<file path="config.mk">
export PLATFORM = sky130hd
export DESIGN_NAME = uart_alu_cmd
export DESIGN_NICKNAME = d
export VERILOG_FILES = /design/src/rtl/uart_cmd_pkg.sv /design/src/rtl/uart_alu_cmd_alu_w.sv /design/src/rtl/uart_alu_cmd.sv
export SDC_FILE = /design/constraint.sdc
export NUM_CORES = 1
export LEC_CHECK = 0
export BUFFER_PORTS_ARGS = -buffer_cell sky130_fd_sc_hd__buf_2
export CORE_UTILIZATION = 48
export CTS_CLUSTER_DIAMETER = 40
export DETAILED_ROUTE_END_ITERATION = 10
export PLACE_DENSITY = 0.61
export SKIP_CTS_REPAIR_TIMING = 1
export SLEW_MARGIN = 20
export SYNTH_ARGS = -nofsm -noshare
export SYNTH_HDL_FRONTEND = slang
export SYNTH_SLANG_ARGS = --single-unit
</file>
<file path="constraint.sdc">
create_clock -name clk -period 4.2 [get_ports clk]
set_input_delay 0.84 -clock clk [delete_from_list [all_inputs] [get_ports clk]]
set_output_delay 0.84 -clock clk [all_outputs]
set_load 0.02 [all_outputs]
</file>
<file path="src/rtl/uart_cmd_pkg.sv">
// Shared opcodes, status bit positions and FSM encoding for the UART command engine.
package uart_cmd_pkg;

    localparam logic [3:0] OP_ADD = 4'd0;
    localparam logic [3:0] OP_SUB = 4'd1;
    localparam logic [3:0] OP_AND = 4'd2;
    localparam logic [3:0] OP_OR  = 4'd3;
    localparam logic [3:0] OP_XOR = 4'd4;
    localparam logic [3:0] OP_SHL = 4'd5;
    localparam logic [3:0] OP_SHR = 4'd6;
    localparam logic [3:0] OP_CMP = 4'd7;

    localparam int ST_CARRY = 0;
    localparam int ST_ZERO  = 1;
    localparam int ST_TMO   = 6;
    localparam int ST_BADOP = 7;

    typedef enum logic [2:0] {
        S_IDLE,
        S_RX_OP,
        S_RX_A,
        S_RX_B,
        S_EXEC,
        S_TX_RES,
        S_TX_STAT
    } state_t;

endpackage

</file>
<file path="src/rtl/uart_alu_cmd_alu_w.sv">
// Combinational DATA_W-bit ALU; carry is the ADD carry-out or the SUB borrow.
module alu_w
    import uart_cmd_pkg::*;
#(
    parameter int DATA_W = 16
) (
    input  logic [3:0]        op,
    input  logic [DATA_W-1:0] a,
    input  logic [DATA_W-1:0] b,
    output logic [DATA_W-1:0] y,
    output logic              carry,
    output logic              bad_op
);

    localparam logic [DATA_W-1:0] W_MOD = DATA_W'(DATA_W);

    logic [DATA_W:0]   sum;
    logic [DATA_W:0]   diff;
    logic [DATA_W-1:0] shamt;

    assign sum   = {1'b0, a} + {1'b0, b};
    assign diff  = {1'b0, a} - {1'b0, b};
    assign shamt = b % W_MOD;

    always_comb begin
        y      = '0;
        carry  = 1'b0;
        bad_op = 1'b0;
        case (op)
            OP_ADD: begin y = sum[DATA_W-1:0];  carry = sum[DATA_W];  end
            OP_SUB: begin y = diff[DATA_W-1:0]; carry = diff[DATA_W]; end
            OP_AND: y = a & b;
            OP_OR:  y = a | b;
            OP_XOR: y = a ^ b;
            OP_SHL: y = a << shamt;
            OP_SHR: y = a >> shamt;
            OP_CMP: y = {{(DATA_W-1){1'b0}}, (a < b)};
            default: bad_op = 1'b1;
        endcase
    end

endmodule

</file>
<file path="src/rtl/uart_alu_cmd.sv">
// UART command engine: pops opcode/A/B frames from the RX FIFO, runs them through
// alu_w and pushes result bytes plus a status byte into the TX FIFO.
module uart_alu_cmd
    import uart_cmd_pkg::*;
#(
    parameter int DATA_W      = 16,
    parameter int TIMEOUT_CYC = 10_000_000
) (
    input  logic       clk,
    input  logic       rst_n,
    input  logic       rx_empty,
    input  logic [7:0] rx_data,
    output logic       rd_uart,
    input  logic       tx_full,
    output logic [7:0] wr_data,
    output logic       wr_uart,
    output logic       busy,
    output logic [7:0] last_status
);

    localparam int          NB        = DATA_W / 8;
    localparam logic [3:0]  LAST_BYTE = 4'(NB - 1);
    localparam logic [31:0] TMO_LAST  = 32'(TIMEOUT_CYC - 1);
    localparam bit          TMO_EN    = (TIMEOUT_CYC != 0);

    state_t            state;
    logic [7:0]        opcode;
    logic [DATA_W-1:0] a_q;
    logic [DATA_W-1:0] b_q;
    logic [DATA_W-1:0] res_q;
    logic [7:0]        status;
    logic [3:0]        byte_cnt;
    logic [31:0]       tmo_cnt;

    logic [DATA_W-1:0] alu_y;
    logic              alu_carry;
    logic              alu_bad;
    logic              bad_op;
    logic              tmo_hit;
    logic [7:0]        exec_status;

    alu_w #(.DATA_W(DATA_W)) u_alu (
        .op     (opcode[3:0]),
        .a      (a_q),
        .b      (b_q),
        .y      (alu_y),
        .carry  (alu_carry),
        .bad_op (alu_bad)
    );

    assign bad_op  = alu_bad || (opcode[7:4] != 4'd0);
    assign tmo_hit = TMO_EN && rx_empty && (tmo_cnt == TMO_LAST);

    // Handshakes are same-cycle: pop/push only while the FIFO side is ready.
    assign rd_uart = !rx_empty && (state == S_RX_OP || state == S_RX_A || state == S_RX_B);
    assign wr_uart = !tx_full && (state == S_TX_RES || state == S_TX_STAT);
    assign wr_data = (state == S_TX_STAT) ? status : res_q[DATA_W-1 -: 8];
    assign busy    = (state != S_IDLE);

    always_comb begin
        exec_status = 8'h00;
        if (bad_op) begin
            exec_status[ST_BADOP] = 1'b1;
        end else begin
            exec_status[ST_CARRY] = alu_carry;
            exec_status[ST_ZERO]  = (alu_y == '0);
        end
    end

    always_ff @(posedge clk) begin
        if (!rst_n) begin
            state       <= S_IDLE;
            opcode      <= 8'h00;
            a_q         <= '0;
            b_q         <= '0;
            res_q       <= '0;
            status      <= 8'h00;
            byte_cnt    <= 4'd0;
            tmo_cnt     <= 32'd0;
            last_status <= 8'h00;
        end else begin
            case (state)
                S_IDLE: begin
                    byte_cnt <= 4'd0;
                    tmo_cnt  <= 32'd0;
                    if (!rx_empty) state <= S_RX_OP;
                end
                S_RX_OP: begin
                    if (rd_uart) begin
                        opcode   <= rx_data;
                        byte_cnt <= 4'd0;
                        tmo_cnt  <= 32'd0;
                        state    <= S_RX_A;
                    end
                end
                S_RX_A: begin
                    if (rd_uart) begin
                        a_q     <= (a_q << 8) | DATA_W'(rx_data);
                        tmo_cnt <= 32'd0;
                        if (byte_cnt == LAST_BYTE) begin
                            byte_cnt <= 4'd0;
                            state    <= S_RX_B;
                        end else begin
                            byte_cnt <= byte_cnt + 4'd1;
                        end
                    end else if (tmo_hit) begin
                        status <= 8'(1 << ST_TMO);
                        state  <= S_TX_STAT;
                    end else begin
                        tmo_cnt <= tmo_cnt + 32'd1;
                    end
                end
                S_RX_B: begin
                    if (rd_uart) begin
                        b_q     <= (b_q << 8) | DATA_W'(rx_data);
                        tmo_cnt <= 32'd0;
                        if (byte_cnt == LAST_BYTE) begin
                            byte_cnt <= 4'd0;
                            state    <= S_EXEC;
                        end else begin
                            byte_cnt <= byte_cnt + 4'd1;
                        end
                    end else if (tmo_hit) begin
                        status <= 8'(1 << ST_TMO);
                        state  <= S_TX_STAT;
                    end else begin
                        tmo_cnt <= tmo_cnt + 32'd1;
                    end
                end
                S_EXEC: begin
                    res_q    <= bad_op ? '0 : alu_y;
                    status   <= exec_status;
                    byte_cnt <= 4'd0;
                    state    <= S_TX_RES;
                end
                S_TX_RES: begin
                    // Result is shifted out MSB first; tx_full simply holds everything.
                    if (wr_uart) begin
                        res_q <= res_q << 8;
                        if (byte_cnt == LAST_BYTE) state <= S_TX_STAT;
                        else byte_cnt <= byte_cnt + 4'd1;
                    end
                end
                S_TX_STAT: begin
                    if (wr_uart) begin
                        last_status <= status;
                        state       <= S_IDLE;
                    end
                end
                default: state <= S_IDLE;
            endcase
        end
    end

endmodule

</file>
# After elaboration in Yosys (flattened, before gate mapping)
# Cells that the tools add are included.
dict set report word_totals {
  register_bits 111
  input_bits 12
  output_inout_bits 19
  wordCells 111
}
dict set report classes {
  add_sub_neg 4
  n_lt_le_gt_ge 1
  n_eq_ne 27
  shift 2
  mux 33
  bitwise_logic 5
  reduce_logical 30
}
# operator count
set op_table {}
lappend op_table {{$pmux 16 s8} 1}
lappend op_table {{$mux 32} 3}
lappend op_table {{$pmux 32 s3} 1}
lappend op_table {{$add 32x1->32 const B} 1}
lappend op_table {{$eq 32x24->1 const B} 1}
lappend op_table {{$mux 16} 2}
lappend op_table {{$or 16x8->16} 2}
lappend op_table {{$pmux 16 s2} 1}
lappend op_table {{$mux 3} 10}
lappend op_table {{$mux 8} 3}
lappend op_table {{$pmux 3 s7} 1}
lappend op_table {{$mux 4} 5}
lappend op_table {{$add 16x16->17} 1}
lappend op_table {{$sub 16x16->17} 1}
lappend op_table {{$and 16x16->16} 1}
lappend op_table {{$eq 4x3->1 const B} 4}
lappend op_table {{$logic_not 16->1} 1}
lappend op_table {{$lt 16x16->1} 1}
lappend op_table {{$or 16x16->16} 1}
lappend op_table {{$pmux 4 s4} 1}
lappend op_table {{$pmux 8 s2} 1}
lappend op_table {{$shl 16x4->16} 1}
lappend op_table {{$shr 16x4->16} 1}
lappend op_table {{$xor 16x16->16} 1}
lappend op_table {{other kinds (27)} 56}

# Logic depth before layout (Yosys ltp)
dict set report logic_depth {
  ltp_word 6
  ltp_mapped 14
  mapped_depth_nobuf 12
}

# By module
# A second synthesis with hierarchy kept.
dict set report hier_totals {
  cells_unflattened 1117
  hier_area_um2 8421.8
}
# mod instances cells_each area_each_um2 seq_area_each_um2
set modules_own_cells {}
lappend modules_own_cells {uart_alu_cmd 1 588 4906.0 2062.0}
lappend modules_own_cells {alu_w 1 529 3515.9 0.0}

# Worst setup path after synthesis
# No wires, ideal clock.
dict set report synth_timing {
  path_kind {flip-flop to flip-flop}
  startpoint {register b_q[2]}
  endpoint {register status[1]}
  setup_time_ps 59
  arrival_ps 3202
  slack_ps 939
  stages_incl_launch_ff 15
  n_path_buf 3
  synth_period_minus_slack_ps 3261
  path_cell_list {dfxtp_1 buf_2 clkinv_1 buf_1 ha_1 clkbuf_1 or2_1 a211oi_1 o21ai_0 a311oi_1 mux2i_1 nand4_1 nor4_2 nand4_1 nand2_1}
}
dict set report synth_between {
  elab_chain_len 5
  word_cells_on_any_way 12
  classes_between {add/sub: 2; order compare: 1; shift: 2; mux: 3; bitwise: 3; reduce/logical: 1}
}
# element line_no
set synth_rtl {}
lappend synth_rtl {{from (decl)} uart_alu_cmd.sv:29} ;# logic [DATA_W-1:0] b_q;
lappend synth_rtl {{from (signal assigned)} uart_alu_cmd.sv:115} ;# b_q <= (b_q << 8) | DATA_W'(rx_data);
lappend synth_rtl {{$sub 16x16->17, or another cell as far along} uart_alu_cmd_alu_w.sv:22} ;# assign diff = {1'b0, a} - {1'b0, b};
lappend synth_rtl {{$pmux 16 s8 *} uart_alu_cmd_alu_w.sv:29} ;# case (op)
lappend synth_rtl {{$logic_not 16->1 *} uart_alu_cmd.sv:66} ;# exec_status[ST_ZERO] = (alu_y == '0);
lappend synth_rtl {{$mux 2 *} uart_alu_cmd.sv:62} ;# if (bad_op) begin
lappend synth_rtl {{$pmux 8 s2 *} uart_alu_cmd.sv:82} ;# case (state)
lappend synth_rtl {{to (signal assigned)} uart_alu_cmd.sv:107} ;# status <= 8'(1 << ST_TMO);
lappend synth_rtl {{to (signal assigned)} uart_alu_cmd.sv:124} ;# status <= 8'(1 << ST_TMO);
lappend synth_rtl {{to (signal assigned)} uart_alu_cmd.sv:132} ;# status <= exec_status;
lappend synth_rtl {{to (decl)} uart_alu_cmd.sv:31} ;# logic [7:0] status;
# Every way passes the cells marked *; elsewhere a longest branch is shown, timed or not.
# A chain may end at the register's enable or synchronous reset.

# Final worst setup path
dict set report layout_timing {
  startpoint {register a_q[5]}
  endpoint {register status[1]}
}
dict set report layout_between {
  elab_chain_len 5
  word_cells_on_any_way 12
  classes_between {add/sub: 2; order compare: 1; shift: 2; mux: 3; bitwise: 3; reduce/logical: 1}
}
# element line_no
set layout_rtl {}
lappend layout_rtl {{from (decl)} uart_alu_cmd.sv:28} ;# logic [DATA_W-1:0] a_q;
lappend layout_rtl {{from (signal assigned)} uart_alu_cmd.sv:98} ;# a_q <= (a_q << 8) | DATA_W'(rx_data);
lappend layout_rtl {{$sub 16x16->17, or another cell as far along} uart_alu_cmd_alu_w.sv:22}
lappend layout_rtl {{$pmux 16 s8 *} uart_alu_cmd_alu_w.sv:29}
lappend layout_rtl {{$logic_not 16->1 *} uart_alu_cmd.sv:66}
lappend layout_rtl {{$mux 2 *} uart_alu_cmd.sv:62}
lappend layout_rtl {{$pmux 8 s2 *} uart_alu_cmd.sv:82}
# Marked as above.

==> summary.md <==
| Metric | Value |
|---|---|
| Most common cell in the netlist | `nand2_1` |
| Util after Layout | `52.8%` |
| Primary FF master, synth | `dfxtp_1` |
| CP Max Fanout | `15` |
| Sink Count | `103` |
| Final instance count without filler cells | `1335` |
| CP startpoint | `a_q[5]` |
| Fmax | `284 MHz` |
| Pleak | `3.31 nW` |
| # IOs | `31` |
| Yosys warns | `0` |
| RD Place Congestion | `1.04` |
| Critical path depth | `11` |
| Root Buffer | `clkbuf_16` |
| Maximum Capacitance Violations | `0` |
| Net Sw Power | `0.000677 W` |
| Max Buffers Root-to-Sink | `2` |
| Sequential share of the synthesized area | `23.8%` |
| Post-DRT Antenna Nets | `0` |
| Die height | `136 um` |
| Final period util | `84.0%` |
| CTS tree | `built` |
| Actual slew at the worst max-slew pin | `1000 ps` |
| Post-Place Cells | `1318` |
| Worst setup path endpoint | `status[1]` |
| Worst reg2reg path depth | `11` |
| Hpwl dp | `21600 um` |
| Synth Register Bits | `103` |
| Fin. Hold Viols | `0` |
| Worst Setup Start Kind | `flip-flop` |
| Switch share | `31.1%` |
| Mapped Cells | `1119` |
| CP max stage cell | `dfxtp_1` |
| Worst skew pair latency | `370 ps` |
| Cell Int Power | `0.00150 W` |
| Crit-path leading delay family | `simple AND/OR/NAND/NOR gates` |
| Die area | `18600 um^2` |
| Seq pwr share | `46.6%` |
| Fill cells | `1736` |
| Setup CP Type | `flip-flop to flip-flop` |
| Count of flip-flops with a built-in enable after synthesis | `0` |
| Mapped cell area | `8660 um^2` |
| Area grow syn2layout | `6.62%` |
| Core region area | `17500 um^2` |
| Capture point of the worst reg-to-reg path | `status[1]` |
| Largest net degree at the start of global routing | `39` |
| RSZ-0062 raised after global routing | `false` |
| Cell Pwr Density | `236 nW/um^2` |
| Post-synthesis async set-or-reset flop share | `0%` |
| CTS buffer count | `9` |
| Tightest Hold Check Type | `flip-flop to flip-flop` |
| Final net count | `1179` |
| Worst path cell trace | `inv_1, ha_1, nor3b_1, nor4b_1, o211ai_1, and2_1, a311oi_1, o221ai_1, nor4_1, nand4_1, nand2_1` |
| Crit. End Element | `flip-flop` |
| Count of input and output buffers | `26` |
| Worst path required time | `4510 ps` |
| Worst Path Buf+Inv | `1` |
| Critical R2R Launch | `a_q[5]` |
| Commonest cells in the netlist | `nand2_1 (152), nor2_1 (123), dfxtp_1 (103)` |
| Max-slew headroom | `32.5%` |
| Final setup violation count | `0` |
| Overall Power | `0.00218 W` |
| Vias per inst | `6.35` |
| Hold_ws | `457 ps` |
| Clock slew at reported path FFs | `90 ps` |
| Mean post-synth cell area | `7.74 um^2` |
| Distinct cell type count after synthesis | `88` |
| Synth area leader | `dfxtp_1` |
| Layout cells sized above 1 | `11.3%` |
| Vias in the first global route | `7777` |
| Total congestion overflow | `0` |
| Slowest cell delay on critical path | `640 ps` |
| Status | `finished clean` |
| Die Wd | `136 um` |
| First-pass DRT Iterations | `5` |
| FF-to-FF setup slack | `670 ps` |
| Initial core utilization | `49.5%` |
| CP arrival | `3830 ps` |
| Initial drt markers | `855` |
| Setup TNS | `0 ps` |
| Synth top area cells | `dfxtp_1 (24%), ha_1 (8.8%), mux4_2 (7.3%), nand2_1 (6.6%), nor2_1 (5.3%)` |
| Tot GR Track Use | `32.3%` |
| Residual DRC | `0` |
| Rows | `48` |
| Top-area cell type share of the netlist area | `23.8%` |
| Peak VDD IR | `0.196 mV` |
| Initial antenna violation count | `1` |
| First-pass GRT wire length | `45300 um` |
| Clk pwr share | `41.0%` |
| Layout Skew | `13.4 ps` |
| Total Wirelength | `28900 um` |
| Max-slew violation count | `0` |
| CTS H-tree lvls | `3` |
| Routed len/inst | `21.6 um` |
| Via count | `8480` |
| Minimum clock period | `3530 ps` |
| Logic pwr share | `12.4%` |
==> power by group through the flow <==
| stage | Sequential, W | Clock (W) | Combinational (W) |
|---|---|---|---|
| after floorplan | 0.00102 | 0 | 0.000196 |
| after global placement | 0.00104 | 0 | 0.000265 |
| after detailed placement | 0.00104 | 0 | 0.000263 |
| after CTS | 0.00101 | 0.000915 | 0.000264 |
| after global routing | 0.00102 | 0.000940 | 0.000294 |
| final | 0.00102 | 0.000892 | 0.000270 |
==> placed cells by master, fill, tap and decap left out, types with 17 or more instances in the layout <==
master / synthesis / final
ha_1: 61 / 61
o21ai_0: 43 / 43
nor3_1: 28 / 26
a21oi_1: 90 / 90
nand3_1: 30 / 30
a211oi_1: 17 / 17
nand4_1: 20 / 20
xor2_1: 24 / 24
inv_1: 51 / 51
mux4_2: 28 / 28
nor2_1: 123 / 123
buf_2: 19 / 26
nand2_1: 152 / 152
buf_4: 4 / 24
dfxtp_1: 103 / 101
==> cell families after synthesis <==
logic type | share of synthesized area (%)
flip-flops | 23.8
AO/OA/AOI/OAI | 22.1
XOR/XNOR | 3.44
buffers and inverters | 6.73
other | 0.0433
adder cells (fa/ha/maj) | 9.28
multiplexers | 10.3
AND/OR/NAND/NOR | 24.3
==> cell type report <==
cell class | instances | area, um^2 | share of cell area, %
antenna | 1 | 2.50 | 0.0271
clock inverter | 7 | 85.1 | 0.922
timing repair buffer | 50 | 310 | 3.36
clock buffer | 9 | 225 | 2.44
multi-input combinational | 882 | 6040 | 65.5
sequential | 103 | 2060 | 22.4
tap | 225 | 282 | 3.05
inverter | 58 | 218 | 2.36
==> per-layer routing <==
| layer | track usage (%) | vias up | share of wire, % |
|---|---|---|---|
| met1 | 47.7 | 4050 | 47 |
| li1 | - | 4003 | - |
| met4 | 10.6 | 2 | 2.9 |
| met5 | 0 | - | 0.045 |
| met3 | 5.33 | 65 | 7.6 |
| met2 | 46.8 | 360 | 43 |
==> worst register-to-register path: cells and delay by family, from the launching register on <==
kind	cells	cell delay (ps)
AO/OA/AOI/OAI	3	820
adder cells (fa/ha/maj)	1	440
buffers and inverters	1	100
flip-flops	1	640
AND/OR/NAND/NOR	6	1460
==> state kept, by name (all words and copies together) (netlist names) <==
register,cells
last_status,4
a_q,16
res_q,16
opcode,8
tmo_cnt,32
byte_cnt,4
b_q,16
state,3
status,4
==> worst min path at each step <==
stage              start        end  slack, ps  depth (start not counted)
2_1_floorplan  status[1]  status[1]        430                          2
3_3_place_gp   opcode[7]  opcode[7]        450                          2
3_5_place_dp   opcode[7]  opcode[7]        450                          2
4_1_cts        opcode[7]  opcode[7]        460                          2
5_1_grt        opcode[4]  opcode[4]        490                          2
6_report       opcode[7]  opcode[7]        460                          2
==> per-stage QoR <==
stage,instance area [um^2],worst slack [ps]
after floorplan,8670,939
after global placement,8920,886
after detailed placement,8920,807
after CTS,9230,773
after global routing,9230,296
final,9230,674
No activity file was read; power rests on OpenSTA's default activity.
